===== src/rtl/seg_scan_driver.sv =====
// Six-digit time-multiplexed seven-segment scan driver with per-frame input snapshot.
// Define SCAN_BLANK_EN to insert a BLANK_CYCLES all-off guard at the start of every digit slot.
module seg_scan_driver #(
  parameter int unsigned DIGIT_CYCLES = 100000,
  parameter int unsigned BLANK_CYCLES = 2000
) (
  input  logic       clk,
  input  logic       reset,
  input  logic       power_state,
  input  logic [7:0] d0,
  input  logic [7:0] d1,
  input  logic [7:0] d2,
  input  logic [7:0] d3,
  input  logic [7:0] d4,
  input  logic [7:0] d5,
  output logic [7:0] seg_out,
  output logic [5:0] dig_sel,
  output logic       frame_tick
);

  localparam int unsigned CW = (DIGIT_CYCLES > 1) ? $clog2(DIGIT_CYCLES) : 1;
  localparam logic [CW-1:0] SLOT_LAST = CW'(DIGIT_CYCLES - 1);
`ifdef SCAN_BLANK_EN
  localparam logic [CW-1:0] BLANK_LAST = CW'(BLANK_CYCLES - 1);
`endif

  if (BLANK_CYCLES < 1 || DIGIT_CYCLES <= BLANK_CYCLES) begin : g_cfg_check
    $error("seg_scan_driver: need DIGIT_CYCLES > BLANK_CYCLES >= 1");
  end

  typedef enum logic [1:0] {OFF, BLANK, SHOW} state_t;

  state_t          state_q;
  logic [2:0]      idx_q;
  logic [2:0]      idx_d;
  logic            wrap_d;
  logic [CW-1:0]   cnt_q;
  logic [5:0][7:0] shadow_q;
  logic [5:0][7:0] d_in;

  assign d_in = {d5, d4, d3, d2, d1, d0};

  always_comb begin
    wrap_d = (idx_q == 3'd5);
    idx_d  = wrap_d ? 3'd0 : idx_q + 3'd1;
  end

  always_ff @(posedge clk) begin
    if (!reset) begin
      state_q    <= OFF;
      idx_q      <= 3'd0;
      cnt_q      <= '0;
      shadow_q   <= '0;
      seg_out    <= 8'h00;
      dig_sel    <= 6'b000000;
      frame_tick <= 1'b0;
    end else if (!power_state) begin
      // Power loss aborts the slot immediately; shadows are refreshed on power-up anyway.
      state_q    <= OFF;
      idx_q      <= 3'd0;
      cnt_q      <= '0;
      seg_out    <= 8'h00;
      dig_sel    <= 6'b000000;
      frame_tick <= 1'b0;
    end else begin
      frame_tick <= 1'b0;
      case (state_q)
        OFF: begin
          idx_q      <= 3'd0;
          cnt_q      <= '0;
          shadow_q   <= d_in;
          frame_tick <= 1'b1;
`ifdef SCAN_BLANK_EN
          state_q    <= BLANK;
          seg_out    <= 8'h00;
          dig_sel    <= 6'b000000;
`else
          state_q    <= SHOW;
          seg_out    <= d0;
          dig_sel    <= 6'b000001;
`endif
        end
`ifdef SCAN_BLANK_EN
        BLANK: begin
          cnt_q <= cnt_q + CW'(1);
          if (cnt_q == BLANK_LAST) begin
            state_q <= SHOW;
            seg_out <= shadow_q[idx_q];
            dig_sel <= 6'b000001 << idx_q;
          end
        end
`endif
        SHOW: begin
          if (cnt_q == SLOT_LAST) begin
            cnt_q <= '0;
            idx_q <= idx_d;
            if (wrap_d) begin
              shadow_q   <= d_in;
              frame_tick <= 1'b1;
            end
`ifdef SCAN_BLANK_EN
            state_q <= BLANK;
            seg_out <= 8'h00;
            dig_sel <= 6'b000000;
`else
            // The wrap slot must show the fresh snapshot, not the stale shadow.
            seg_out <= wrap_d ? d0 : shadow_q[idx_d];
            dig_sel <= 6'b000001 << idx_d;
`endif
          end else begin
            cnt_q <= cnt_q + CW'(1);
          end
        end
        default: begin
          state_q <= OFF;
          seg_out <= 8'h00;
          dig_sel <= 6'b000000;
        end
      endcase
    end
  end

endmodule


===== config.mk =====
export PLATFORM = sky130hd
export DESIGN_NAME = seg_scan_driver
export DESIGN_NICKNAME = d
export VERILOG_FILES = /design/src/rtl/seg_scan_driver.sv
export SDC_FILE = /design/constraint.sdc
export NUM_CORES = 1
export LEC_CHECK = 0
export ABC_AREA = 1
export BUFFER_PORTS_ARGS = -buffer_cell sky130_fd_sc_hd__buf_2
export CORE_ASPECT_RATIO = 0.9
export CORE_UTILIZATION = 45
export DETAILED_ROUTE_END_ITERATION = 12
export GPL_TIMING_DRIVEN = 0
export PLACE_DENSITY = 0.71
export SETUP_SLACK_MARGIN = 0.3
export SYNTH_ARGS = -nofsm -noshare
export SYNTH_HDL_FRONTEND = slang
export SYNTH_SLANG_ARGS = --single-unit
export TNS_END_PERCENT = 5

===== constraint.sdc =====
create_clock -name clk -period 2 [get_ports clk]
set_input_delay 0.4 -clock clk [delete_from_list [all_inputs] [get_ports clk]]
set_output_delay 0.4 -clock clk [all_outputs]
set_load 0.01 [all_outputs]

# After elaboration in Yosys (flattened, before gate mapping)
# Cells that the tools add are included.
# totals
register_bits	85
latchBits	0
mem_bits_rw	0
rom_bits	0
in_bits	51
output_inout_bits	15
word_cells	45
n_memories	0
# op_classes
n_addsub	2
multipliers	0
div	0
magnitude_cmp	1
eq_ne	5
shift	1
n_mux	19
bitwise	0
reduce_logical	5
# op_table
op	count
two-way mux 48 bit	2
case mux 48 bit (2 select lines)	1
case mux 17 bit (2 select lines)	1
binary-select mux 8 bit (select 3 bit)	1
two-way mux 8 bit	3
adder 17 x 1 -> 17 bit (second input constant)	1
== test 17 bit (second input constant)	1
two-way mux 17 bit	1
case mux 8 bit (2 select lines)	1
case mux 6 bit (2 select lines)	1
two-way mux 3 bit	2
two-way mux 6 bit	1
case mux 3 bit (2 select lines)	1
left shift 1 x 3 -> 6 bit (first input constant)	1
less-than comparator 3 x 4 -> 1 bit (second input constant)	1
inequality test 2 bit (second input constant)	2
case mux 2 bit (2 select lines)	1
AND reduction 2 bit	2
AND reduction 4 bit	1
adder 3 x 1 -> 3 bit (second input constant)	1
== test 3 bit (second input constant)	1
== test 2 bit (second input constant)	1
logical NOT 2 bit	1
two-way mux 1 bit	2
2 further kinds	2

# Longest topological paths before layout
# logic_depth
ltp_word	7
ltp_mapped	12
mapped_depth_nobuf	10

# Worst setup path after synthesis
# OpenSTA, ideal clock, no wires.
# synth_path
path_type	reg-to-reg
start	register cnt_q[0]
end	register shadow_q[36] (netlist name)
setup_time_ns	0.110
t_arrival_ns	1.480
required_time_ns	1.890
setup_slack_ns	0.410
path_stages_with_launch	11
n_path_buf	2
period_less_slack_ns	1.590
cell_sequence	dfxtp_1 -> ha_1 -> nand2_1 -> nor2_4 -> nand3_4 -> nand2_2 -> buf_2 -> buf_4 -> nand4_1 -> nand2_1 -> nor2_1
# synth_via
elab_chain_cells	3
# synth_rtl
element	line_no	rtl
start: declaration	37	logic [CW-1:0] cnt_q;
start signal: assignment	111	cnt_q <= cnt_q + CW'(1);
== test 17 bit	94	if (cnt_q == SLOT_LAST) begin
inequality test 2 bit (no line)	n/a	
AND reduction 4 bit (no line)	n/a	
end signal: assignment	71	shadow_q <= d_in;
end signal: assignment	98	shadow_q <= d_in;
end: declaration	38	logic [5:0][7:0] shadow_q;
# Every way passes these cells.
# A chain may end at the register's enable or synchronous reset.

# Worst setup path after layout
# layout_path
start	register idx_q[0]
end	register seg_out[1]
# layout_via
elab_chain_cells	7
elab_cells_between_ends	8
classes_between	add/sub (1); eq/ne (1); mux (6)
# layout_rtl
element	line_no	rtl
start: declaration	34	logic [2:0] idx_q;
start signal: assignment	96	idx_q <= idx_d;
adder 3 x 1 -> 3 bit or == test 3 bit (tied branches)	45, 44	
two-way mux 3 bit	45	idx_d = wrap_d ? 3'd0 : idx_q + 3'd1;
binary-select mux 8 bit (select 3 bit)	107	seg_out <= wrap_d ? d0 : shadow_q[idx_d];
two-way mux 8 bit (implied by the code)	107	
two-way mux 8 bit *	107	
two-way mux 8 bit *	94	
case mux 8 bit (2 select lines) *	67	case (state_q)
end signal: assignment	107	
end: declaration	16	output logic [7:0] seg_out,
# Mark *: on every way between the ends. The rest lies on a longest branch, timed or not. The select of a mux whose other input is x is not followed.

==> impl_metrics.yaml <==
status:
  outcome: "finished, final reports clean"
timing:
  tightestPinTransition_ps: 486.9
  fin_crit_ps: 1643
  slew_violations: 0
  period_share: 0.8215
  maxSlewHeadroom: 0.6754
  setup_viol: 0
  hold_viol: 0
  finClkSkew_ps: 15.36
  fmax_ghz: 0.6087
  setup-tns-final_ps: 0
  rsz0062_at_grt: "true"
routing:
  top_layer_used: "met4"
  m1WireLength_mm: 5.310
  routedWlPerCell_microns: 12.39
  drt_first_iter_violations: 271
  firstDrtPassIters: 5
  route.met2.wl_mm: 5.530
  drt_wl_total_mm: 11.79
  drc: 0
  vias: 4670
  avgViaCountPerCell: 4.905
  wl_met3_microns: 644
  postRouteAntennaNets: 0
min_path:
  hold_path.class: "in -> reg"
floorplanning:
  rows: 34
  initial_utilization: 0.4681
  die-area_sq_um: 10540
  fp.dieH_microns: 97.51
  num_io_pins: 66
  core_area_sq_um: 9742
  die_w_microns: 108.1
setup_path:
  critical_path_arrival_ps: 1910
  path_class: "reg -> reg"
  cp_data_required_time_ps: 2270
  end_kind: "flop"
  crit_fanout: 10
  cpMostUsedCell: "nand2_1"
  path_cells: "buf_4 > nand2_2 > nand2_1 > nor2_4 > nor2_4 > a21oi_1 > nand2_1 > nand3b_1 > nand2_1"
  cp-start-kind: "flop"
  slowest_stage: "dfxtp_1"
  critPathMaxStageDelay_ps: 310
grt:
  grt_pass1_vias: 4250
  grt_max_degree: 16
  grt_pass1_wl_mm: 19.32
  grtUsageTotal: 0.2324
  overflow: 0
  antenna_found_initial: 0
yosys:
  yosysSeqAreaShare: 0.3687
  yosys_warnings: 0
  synth_nets: 789
  synth-async-reset-ratio: 0
  ys_ff_latch: 84
  synth_edf_count: 0
  syn_avg_cell_area_sq_um: 6.188
  syn-cell-area_sq_um: 4561
  synth_cells: 737
  ys_types: 31
  ys.flop_type: "dfxtp_1"
finish:
  areaGrowthSynthToFinish_pct: 19.97
  fillers: 1021
  final_common_cell: "nand2_1"
  multiInputGateArea_sq_um: 2101
  drive_gt1_frac: 0.1889
  diodes: 0
  seqCellArea_sq_um: 1693
  final_cell_mix: "nand2_1 (180), inv_1 (158), nor2_1 (85)"
  layout.cells.non_filler: 952
  layout.nets: 873
place:
  dp_hpwl_mm: 8.784
  gp_congestion: 0.8960
  io_buffers: 64
  place_inst: 927
clocking:
  clk_pin_slew_ps: 90
  tritoncts: "done"
  clock_sinks: 84
  cts_buffer_depth: 2
  insertion_delay_ps: 370
  root_buffer: "clkbuf_8"
  htreeDepth: 3
  numCtsBuffers: 9
  ctsHoldBuffers: 0
flow_run:
  maxCapViolCount: 0
pwr:
  irDropWorstVdd_mv: 0.2862
  power_density_nw_per_um2: 662.5
  leakage_nw: 2.826
==> metrics by stage <==
step | util | worst slack, ps | total power [mW] | cell area [sq um] | hold WS, ps
after floorplan | - | 409.8 | 2.188 | 4561 | 417.5
after global placement | 0.5172 | 62.79 | 2.336 | 5039 | 427.1
after detailed placement | 0.5172 | 5.256 | 2.350 | 5039 | 452.4
after CTS | 0.5420 | 169.7 | 3.624 | 5280 | 338.3
after global routing | 0.5616 | 273.4 | 3.792 | 5472 | 358.0
final | 0.5616 | 357.1 | 3.625 | 5472 | 342.7
==> routing by layer <==
layer  track usage  up-vias
met2        0.3822      134
met3       0.05969       28
met4       0.08430        0
met5             0        -
met1        0.2897     2097
li1              -     2411
==> final timing paths <==
| path | startpoint | endpoint | slack, ps | cells past startpoint |
|---|---|---|---|---|
| max | idx_q[0] | seg_out[1] | 360 | 9 |
| min | d4[2] | shadow_q[34] | 340 | 5 |
| max reg2reg | idx_q[0] | seg_out[1] | 360 | 9 |
| min reg2reg | cnt_q[0] | cnt_q[0] | 450 | 1 |
==> Yosys cell counts, types with 2 or more instances <==
master	number	area, sq um
a21oi_1	18	90.09
buf_1	10	37.54
buf_2	8	40.04
buf_4	6	45.04
buf_6	3	33.78
clkbuf_1	12	45.04
dfxtp_1	84	1682
inv_1	159	596.8
inv_2	14	52.55
nand2_1	182	683.2
nand2_2	3	18.77
nand3_1	23	115.1
nand3b_1	2	15.01
nand4_1	59	369.1
nor2_1	85	319.1
nor2_2	3	18.77
nor3_1	11	55.05
o21ai_0	34	170.2
o21ai_1	5	25.02
o22ai_1	2	12.51
xor2_1	4	35.03
==> sequential cells by signal (all words and copies together) (netlist names) <==
register    count
dig_sel         6
seg_out         8
idx_q           3
cnt_q          17
shadow_q       48
state_q         1
frame_tick      1
==> report_power, final <==
part           switching, mW  internal (mW)
registers             0.0354           1.76
logic                  0.333          0.216
clock network          0.658          0.624
==> final cells by class <==
class | instances | area share
buffer | 39 | 0.04894
multi-input combinational | 440 | 0.3839
tap | 126 | 0.02881
sequential | 84 | 0.3094
clock buffer | 10 | 0.02515
inverter | 174 | 0.1198
clock inverter | 6 | 0.01303
timing repair buffer | 73 | 0.07089
==> what timing repair did <==
action / in CTS / in global routing
endpoints found under the setup margin: 65 / 80
cloned: 0 / 0
buffers inserted: 1 / 8
resized for setup: 10 / 49
pin swaps: 1 / 8
==> critical path, delay by kind of cell (launching register included) <==
family,cells,cell delay [ps]
DFF,1,310
and+or+nand+nor,7,910
buffers and inverters,1,160
AOI/OAI and AO/OA,1,160
==> kinds of logic (layout without fill, tap and decap cells) <==
logic type      count (synthesis)  count (layout)  share of synthesized area
compound gates                 61              61                    0.07051
fa+ha+maj                       1               1                   0.002743
xor+xnor                        5               5                   0.009602
simple gates                  373             373                     0.3610
flops                          84              84                     0.3687
buf+inv                       213             302                     0.1874
Power figures use the tool's default switching activity.
